File: src/rtl/scsi_byte_packer_if.sv
// Longword hand-off between the SCSI byte packer and the bus-master write logic.
// The producer drives data, lane mask and valid; the consumer answers with ready.
interface scsi_byte_packer_if;
  logic [31:0] LW_DATA;
  logic [3:0]  LW_MASK;
  logic        LW_VALID;
  logic        LW_READY;

  modport master (output LW_DATA, output LW_MASK, output LW_VALID, input LW_READY);
  modport slave  (input LW_DATA, input LW_MASK, input LW_VALID, output LW_READY);
endinterface

File: src/rtl/scsi_byte_packer.sv
// WD33C93A DMA read-side byte handshake: strobes PD_PORT bytes in and packs them
// big-endian into longwords for the memory write master, with partial-word flush.
module scsi_byte_packer #(
  parameter int IOR_CYCLES     = 3,
  parameter int RECOVER_CYCLES = 2
) (
  input  logic               SCLK,
  input  logic               _RST,
  input  logic               DMA_EN,
  input  logic               DMADIR,
  input  logic               FLUSH,
  input  logic               _DREQ,
  input  logic [7:0]         PD_IN,
  output logic               _DACK,
  output logic               _IOR,
  output logic               FLUSH_DONE,
  output logic               BUSY,
  scsi_byte_packer_if.master lw
);

  localparam logic [1:0] IDLE    = 2'd0;
  localparam logic [1:0] STROBE  = 2'd1;
  localparam logic [1:0] RECOVER = 2'd2;

  logic [1:0]  state;
  logic [7:0]  tmr;
  logic [1:0]  cnt;
  logic [31:0] byte_buf;
  logic        flush_pending;
  logic        dreq_meta;
  logic        dreq_sync;
  logic        dreq_s;
  logic        start;
  logic        strobe_end;
  logic        accept;
  logic        word_load;
  logic        flush_load;
  logic        flush_finish;
  logic [3:0]  part_mask;

  assign dreq_s     = ~dreq_sync;
  assign accept     = lw.LW_VALID & lw.LW_READY;
  // The 4th byte may only start once the output register has drained.
  assign start      = (state == IDLE) & DMA_EN & DMADIR & dreq_s & ~flush_pending
                      & ~((cnt == 2'd3) & lw.LW_VALID);
  assign strobe_end = (state == STROBE) & (tmr == 8'(IOR_CYCLES - 1));
  assign word_load  = strobe_end & (cnt == 2'd3);

  // A flush waits for any strobe in flight so the byte count is final.
  assign flush_load   = flush_pending & (state != STROBE) & (cnt != 2'd0) & ~lw.LW_VALID;
  assign flush_finish = flush_pending & (state != STROBE) & (cnt == 2'd0)
                        & (~lw.LW_VALID | accept);

  assign BUSY = (state != IDLE) | (cnt != 2'd0) | lw.LW_VALID;

  always_comb begin
    part_mask = 4'b0000;
    case (cnt)
      2'd1:    part_mask = 4'b1000;
      2'd2:    part_mask = 4'b1100;
      2'd3:    part_mask = 4'b1110;
      default: part_mask = 4'b0000;
    endcase
  end

  // _DREQ is asynchronous to SCLK; idle level is high (no request).
  always_ff @(posedge SCLK or negedge _RST) begin
    if (!_RST) begin
      dreq_meta <= 1'b1;
      dreq_sync <= 1'b1;
    end else begin
      dreq_meta <= _DREQ;
      dreq_sync <= dreq_meta;
    end
  end

  always_ff @(posedge SCLK or negedge _RST) begin
    if (!_RST) begin
      state <= IDLE;
      tmr   <= '0;
      _DACK <= 1'b1;
      _IOR  <= 1'b1;
    end else begin
      case (state)
        IDLE: begin
          if (start) begin
            state <= STROBE;
            tmr   <= '0;
            _DACK <= 1'b0;
            _IOR  <= 1'b0;
          end
        end
        STROBE: begin
          if (strobe_end) begin
            state <= RECOVER;
            tmr   <= '0;
            _DACK <= 1'b1;
            _IOR  <= 1'b1;
          end else begin
            tmr <= tmr + 8'd1;
          end
        end
        RECOVER: begin
          if (tmr == 8'(RECOVER_CYCLES - 1)) begin
            state <= IDLE;
            tmr   <= '0;
          end else begin
            tmr <= tmr + 8'd1;
          end
        end
        default: begin
          state <= IDLE;
          tmr   <= '0;
          _DACK <= 1'b1;
          _IOR  <= 1'b1;
        end
      endcase
    end
  end

  always_ff @(posedge SCLK or negedge _RST) begin
    if (!_RST) begin
      cnt         <= '0;
      byte_buf    <= '0;
      lw.LW_DATA  <= '0;
      lw.LW_MASK  <= '0;
      lw.LW_VALID <= 1'b0;
    end else begin
      if (word_load) begin
        lw.LW_DATA  <= {byte_buf[31:8], PD_IN};
        lw.LW_MASK  <= 4'hF;
        lw.LW_VALID <= 1'b1;
      end else if (flush_load) begin
        lw.LW_DATA  <= byte_buf;
        lw.LW_MASK  <= part_mask;
        lw.LW_VALID <= 1'b1;
      end else if (accept) begin
        lw.LW_VALID <= 1'b0;
      end

      // Clearing the buffer on every load keeps unused lanes of a partial word zero.
      if (word_load || flush_load) begin
        cnt      <= '0;
        byte_buf <= '0;
      end else if (strobe_end) begin
        cnt <= cnt + 2'd1;
        case (cnt)
          2'd0:    byte_buf[31:24] <= PD_IN;
          2'd1:    byte_buf[23:16] <= PD_IN;
          default: byte_buf[15:8]  <= PD_IN;
        endcase
      end
    end
  end

  always_ff @(posedge SCLK or negedge _RST) begin
    if (!_RST) begin
      flush_pending <= 1'b0;
      FLUSH_DONE    <= 1'b0;
    end else begin
      FLUSH_DONE <= flush_finish;
      if (flush_finish) begin
        flush_pending <= 1'b0;
      end else if (FLUSH) begin
        flush_pending <= 1'b1;
      end
    end
  end

endmodule
File: src/flat_wrapper.sv
// flat-port wrapper written by rule: the top's interface ports become plain ports
module scsi_byte_packer_flat 
#(
  parameter int IOR_CYCLES     = 3,
  parameter int RECOVER_CYCLES = 2
)
  (SCLK, _RST, DMA_EN, DMADIR, FLUSH, _DREQ, PD_IN, _DACK, _IOR, FLUSH_DONE, BUSY, lw_LW_DATA, lw_LW_MASK, lw_LW_VALID, lw_LW_READY);
  scsi_byte_packer_if lw_i ();
  input  logic SCLK;
  input  logic _RST;
  input  logic DMA_EN;
  input  logic DMADIR;
  input  logic FLUSH;
  input  logic _DREQ;
  input  logic [7:0] PD_IN;
  output logic _DACK;
  output logic _IOR;
  output logic FLUSH_DONE;
  output logic BUSY;
  output wire logic [$bits(lw_i.LW_DATA)-1:0] lw_LW_DATA;
  output wire logic [$bits(lw_i.LW_MASK)-1:0] lw_LW_MASK;
  output wire logic [$bits(lw_i.LW_VALID)-1:0] lw_LW_VALID;
  input wire logic [$bits(lw_i.LW_READY)-1:0] lw_LW_READY;
  assign lw_LW_DATA = lw_i.LW_DATA;
  assign lw_LW_MASK = lw_i.LW_MASK;
  assign lw_LW_VALID = lw_i.LW_VALID;
  assign lw_i.LW_READY = lw_LW_READY;
  scsi_byte_packer #(.IOR_CYCLES(IOR_CYCLES), .RECOVER_CYCLES(RECOVER_CYCLES)) u_core (.SCLK(SCLK), ._RST(_RST), .DMA_EN(DMA_EN), .DMADIR(DMADIR), .FLUSH(FLUSH), ._DREQ(_DREQ), .PD_IN(PD_IN), ._DACK(_DACK), ._IOR(_IOR), .FLUSH_DONE(FLUSH_DONE), .BUSY(BUSY), .lw(lw_i));
endmodule
File: config.mk
export PLATFORM = sky130hd
export DESIGN_NAME = scsi_byte_packer_flat
export DESIGN_NICKNAME = d
export VERILOG_FILES = /design/src/rtl/scsi_byte_packer_if.sv /design/src/rtl/scsi_byte_packer.sv /design/src/flat_wrapper.sv
export SDC_FILE = /design/constraint.sdc
export NUM_CORES = 1
export LEC_CHECK = 0
export BUFFER_PORTS_ARGS = -buffer_cell sky130_fd_sc_hd__buf_2
export CAP_MARGIN = 30
export CORE_MARGIN = 2
export CORE_UTILIZATION = 60
export CTS_CLUSTER_SIZE = 28
export DETAILED_ROUTE_END_ITERATION = 16
export HOLD_SLACK_MARGIN = 0.15
export PLACE_DENSITY = 0.86
export RECOVER_POWER = 50
export SYNTH_ARGS = -nofsm -noshare
export SYNTH_HDL_FRONTEND = slang
export SYNTH_SLANG_ARGS = --single-unit
export TNS_END_PERCENT = 1
File: constraint.sdc
create_clock -name SCLK -period 6.3 [get_ports SCLK]
set_input_delay 0.315 -clock SCLK [delete_from_list [all_inputs] [get_ports SCLK]]
set_output_delay 0.315 -clock SCLK [all_outputs]
set_load 0.1 [all_outputs]
==> flow_metrics.py <==
metrics = {
    "sta": {
        "finalHoldViolations": 0,
        "setup_violations": 0,
        "fmax_mhz": 377,
        "slew_violations": 0,
        "rsz0062_at_grt": "no",
        "relSlewSlack_pct": 22.3,
        "setup_tns_ns": 0,
        "fin_skew_ns": 0.00936,
        "min_period_over_period_pct": 42.1,
        "period_needed_ns": 2.65,
        "tightest_slew_ns": 1.17,
        "hold_slack_ns": 0.177,
    },
    "grt": {
        "track_usage_pct": 23.4,
        "grt_pass1_wl_um": 11300,
        "antenna_found_initial": 0,
        "grt_max_degree": 79,
        "grt_overflow": 0,
        "grt_pass1_vias": 2293,
    },
    "drt": {
        "ant_nets": 0,
        "avgViaCountPerCell": 5.71,
        "dr.pass1.iters": 4,
        "drt_iter0_markers": 215,
        "drt-wirelength-per-cell_um": 16.7,
        "vias": 2427,
        "post-route-drc-count": 0,
        "routed_wl_um": 7110,
    },
    "run_status": {
        "outcome": "complete, no violations",
    },
    "setup_path": {
        "cp_cell_sequence": "inv_1, ha_1, nor4b_2, a41oi_4, buf_4, mux2_2",
        "crit_arrival_ns": 2.89,
        "critical_path.max_stage_delay_ns": 0.60,
        "critPathLaunchType": "register",
        "cp-end-kind": "register",
        "critPathMaxFanout": 24,
        "crit_required_ns": 6.53,
        "worstSetupPathType": "register to register",
        "slowest_stage": "a41oi_4",
    },
    "clock_tree": {
        "post_cts_buffers": 0,
        "cts_buffers": 9,
        "cts.clk_slew.worst_paths_ns": 0.08,
        "post_cts_resized": 0,
        "clk_latency_ns": 0.35,
        "cts_tree": "done",
        "cts_num_sinks": 78,
        "htree_levels": 3,
        "cts-root-buf": "clkbuf_8",
        "clk_path_buf_depth": 2,
    },
    "finish": {
        "num-fill-cells": 386,
        "syn_to_final_growth_pct": 17.1,
        "final_cell_mix": "dfrtp_1, nand2_1, buf_2",
        "multi_input_area_sq_mm": 0.00139,
        "stdcell_count": 425,
        "seq_area_sq_mm": 0.00196,
        "mostFrequentLayoutCell": "dfrtp_1",
        "fin_nets": 375,
        "diodes": 0,
        "drive_above_1_share_pct": 28.0,
    },
    "floorplan": {
        "io_pins": 56,
        "start_util_pct": 62.5,
        "core_sq_mm": 0.00554,
        "die_area_sq_mm": 0.00639,
        "die_w_um": 79.9,
        "die_h_um": 79.9,
        "std_cell_rows": 27,
    },
    "yosys": {
        "netlist_area_sq_mm": 0.00346,
        "synth-seq-cells": 78,
        "synthFlopType": "dfrtp_1",
        "synthArstFlopShare_pct": 100,
        "synth_cell_types": 44,
        "ys_warn_count": 0,
        "avgSynthCellArea_sq_um": 12.1,
        "syn_nets": 313,
        "yosysSeqAreaShare_pct": 56.5,
        "syn_inst": 286,
        "synth_edf_count": 0,
    },
    "min_path": {
        "hold_class": "input port to register",
    },
    "placement": {
        "place_congestion": 0.837,
        "hpwl_um": 4860,
        "placed_cells": 405,
        "io_buffer_count": 55,
    },
    "run": {
        "maxCapViolCount": 0,
    },
}
## critical path: cells and delay by family (launching register included)
| kind | cells | cell delay [ns] |
|---|---|---|
| AO/OA/AOI/OAI | 1 | 0.60 |
| adder cells (fa/ha/maj) | 1 | 0.33 |
| buffers and inverters | 2 | 0.61 |
| flip-flops | 1 | 0.45 |
| multiplexers | 1 | 0.38 |
| AND/OR/NAND/NOR | 1 | 0.15 |
## cells by family after synthesis
family | Yosys count | share of synthesized area (%)
AO/OA/AOI/OAI | 65 | 13.8
multiplexers | 27 | 10.9
AND/OR/NAND/NOR | 80 | 11.2
buffers and inverters | 24 | 3.29
flip-flops | 78 | 56.5
adder cells (fa/ha/maj) | 12 | 4.34
## routing by layer
| metal | track usage, % | wire length (um) | part of all wire [%] |
|---|---|---|---|
| met5 | 0 | 0 | 0 |
| met4 | 12.0 | 197 | 2.8 |
| met3 | 4.07 | 357 | 5.0 |
| met2 | 35.6 | 3390 | 48 |
| met1 | 32.3 | 3160 | 44 |
## sequential cells by signal, summed over array words and instances, names as in the netlist
register	cells
u_core._DACK	1
u_core.flush_pending	1
u_core.byte_buf	24
u_core.cnt	2
u_core.tmr	8
u_core.lw.LW_VALID	1
u_core.dreq_meta	1
u_core.dreq_sync	1
u_core.lw.LW_DATA	32
u_core.lw.LW_MASK	4
u_core.state	2
u_core.FLUSH_DONE	1
## layout make-up
class                   instances  area share, %
well taps                      72           2.22
clock buffers                  11           3.74
clock inverters                 5           2.01
multi-input cells             184           34.3
repair buffers                 63           8.31
inverters                      12           1.11
flip-flops and latches         78           48.3
## through the flow
stage                     util [%]  worst slack (ns)  area (sq um)
after floorplan                  -              4.15          3460
after detailed placement      68.4              3.66          3790
final                         73.1              3.65          4050
after global placement        68.0              3.75          3770
after global routing          73.1              3.48          4050
after CTS                     73.0              3.65          4040
## path summary, 6_finish.rpt
kind                             startpoint                     to  slack (ns)  depth (start not counted)
setup / recovery              u_core.cnt[0]   u_core.lw.LW_DATA[9]        3.65                          6
hold / removal                        FLUSH   u_core.flush_pending        0.18                          3
setup reg to reg              u_core.cnt[0]   u_core.lw.LW_DATA[9]        3.65                          6
hold reg to reg            u_core.dreq_meta       u_core.dreq_sync        0.36                          0
max in group asynchronous              _RST       u_core.dreq_meta        5.28                          3
min in group asynchronous              _RST  u_core.lw.LW_DATA[17]        0.34                          2
## what timing repair did
action,CTS,global route
endpoints found under the setup margin,0,0
hold buffers,2,0
endpoints found under the hold margin,47,0
## synthesized netlist by cell type, drive strengths merged (2+ instances only)
cell / n / area (sq um)
nor4: 2 / 27.5
a21oi: 2 / 10.0
o31ai: 3 / 22.5
nand2: 48 / 180
a41oi: 5 / 70.1
or2: 3 / 18.8
or3: 3 / 18.8
buf: 7 / 50.1
dfstp: 3 / 78.8
nor3: 3 / 20.0
nor2: 7 / 26.3
clkbuf: 5 / 18.8
o211ai: 4 / 30.0
dfrtp: 75 / 1880
a22o: 8 / 70.1
and4: 2 / 17.5
inv: 12 / 45.0
mux2: 26 / 368
o2111ai: 8 / 70.1
ha: 12 / 150
o21ai: 28 / 144
a31oi: 2 / 18.8
nand3: 6 / 30.0
Power is left out: the tool's default activity adds up to more than one toggle a clock period on the data nets, which glitch-free logic cannot reach.
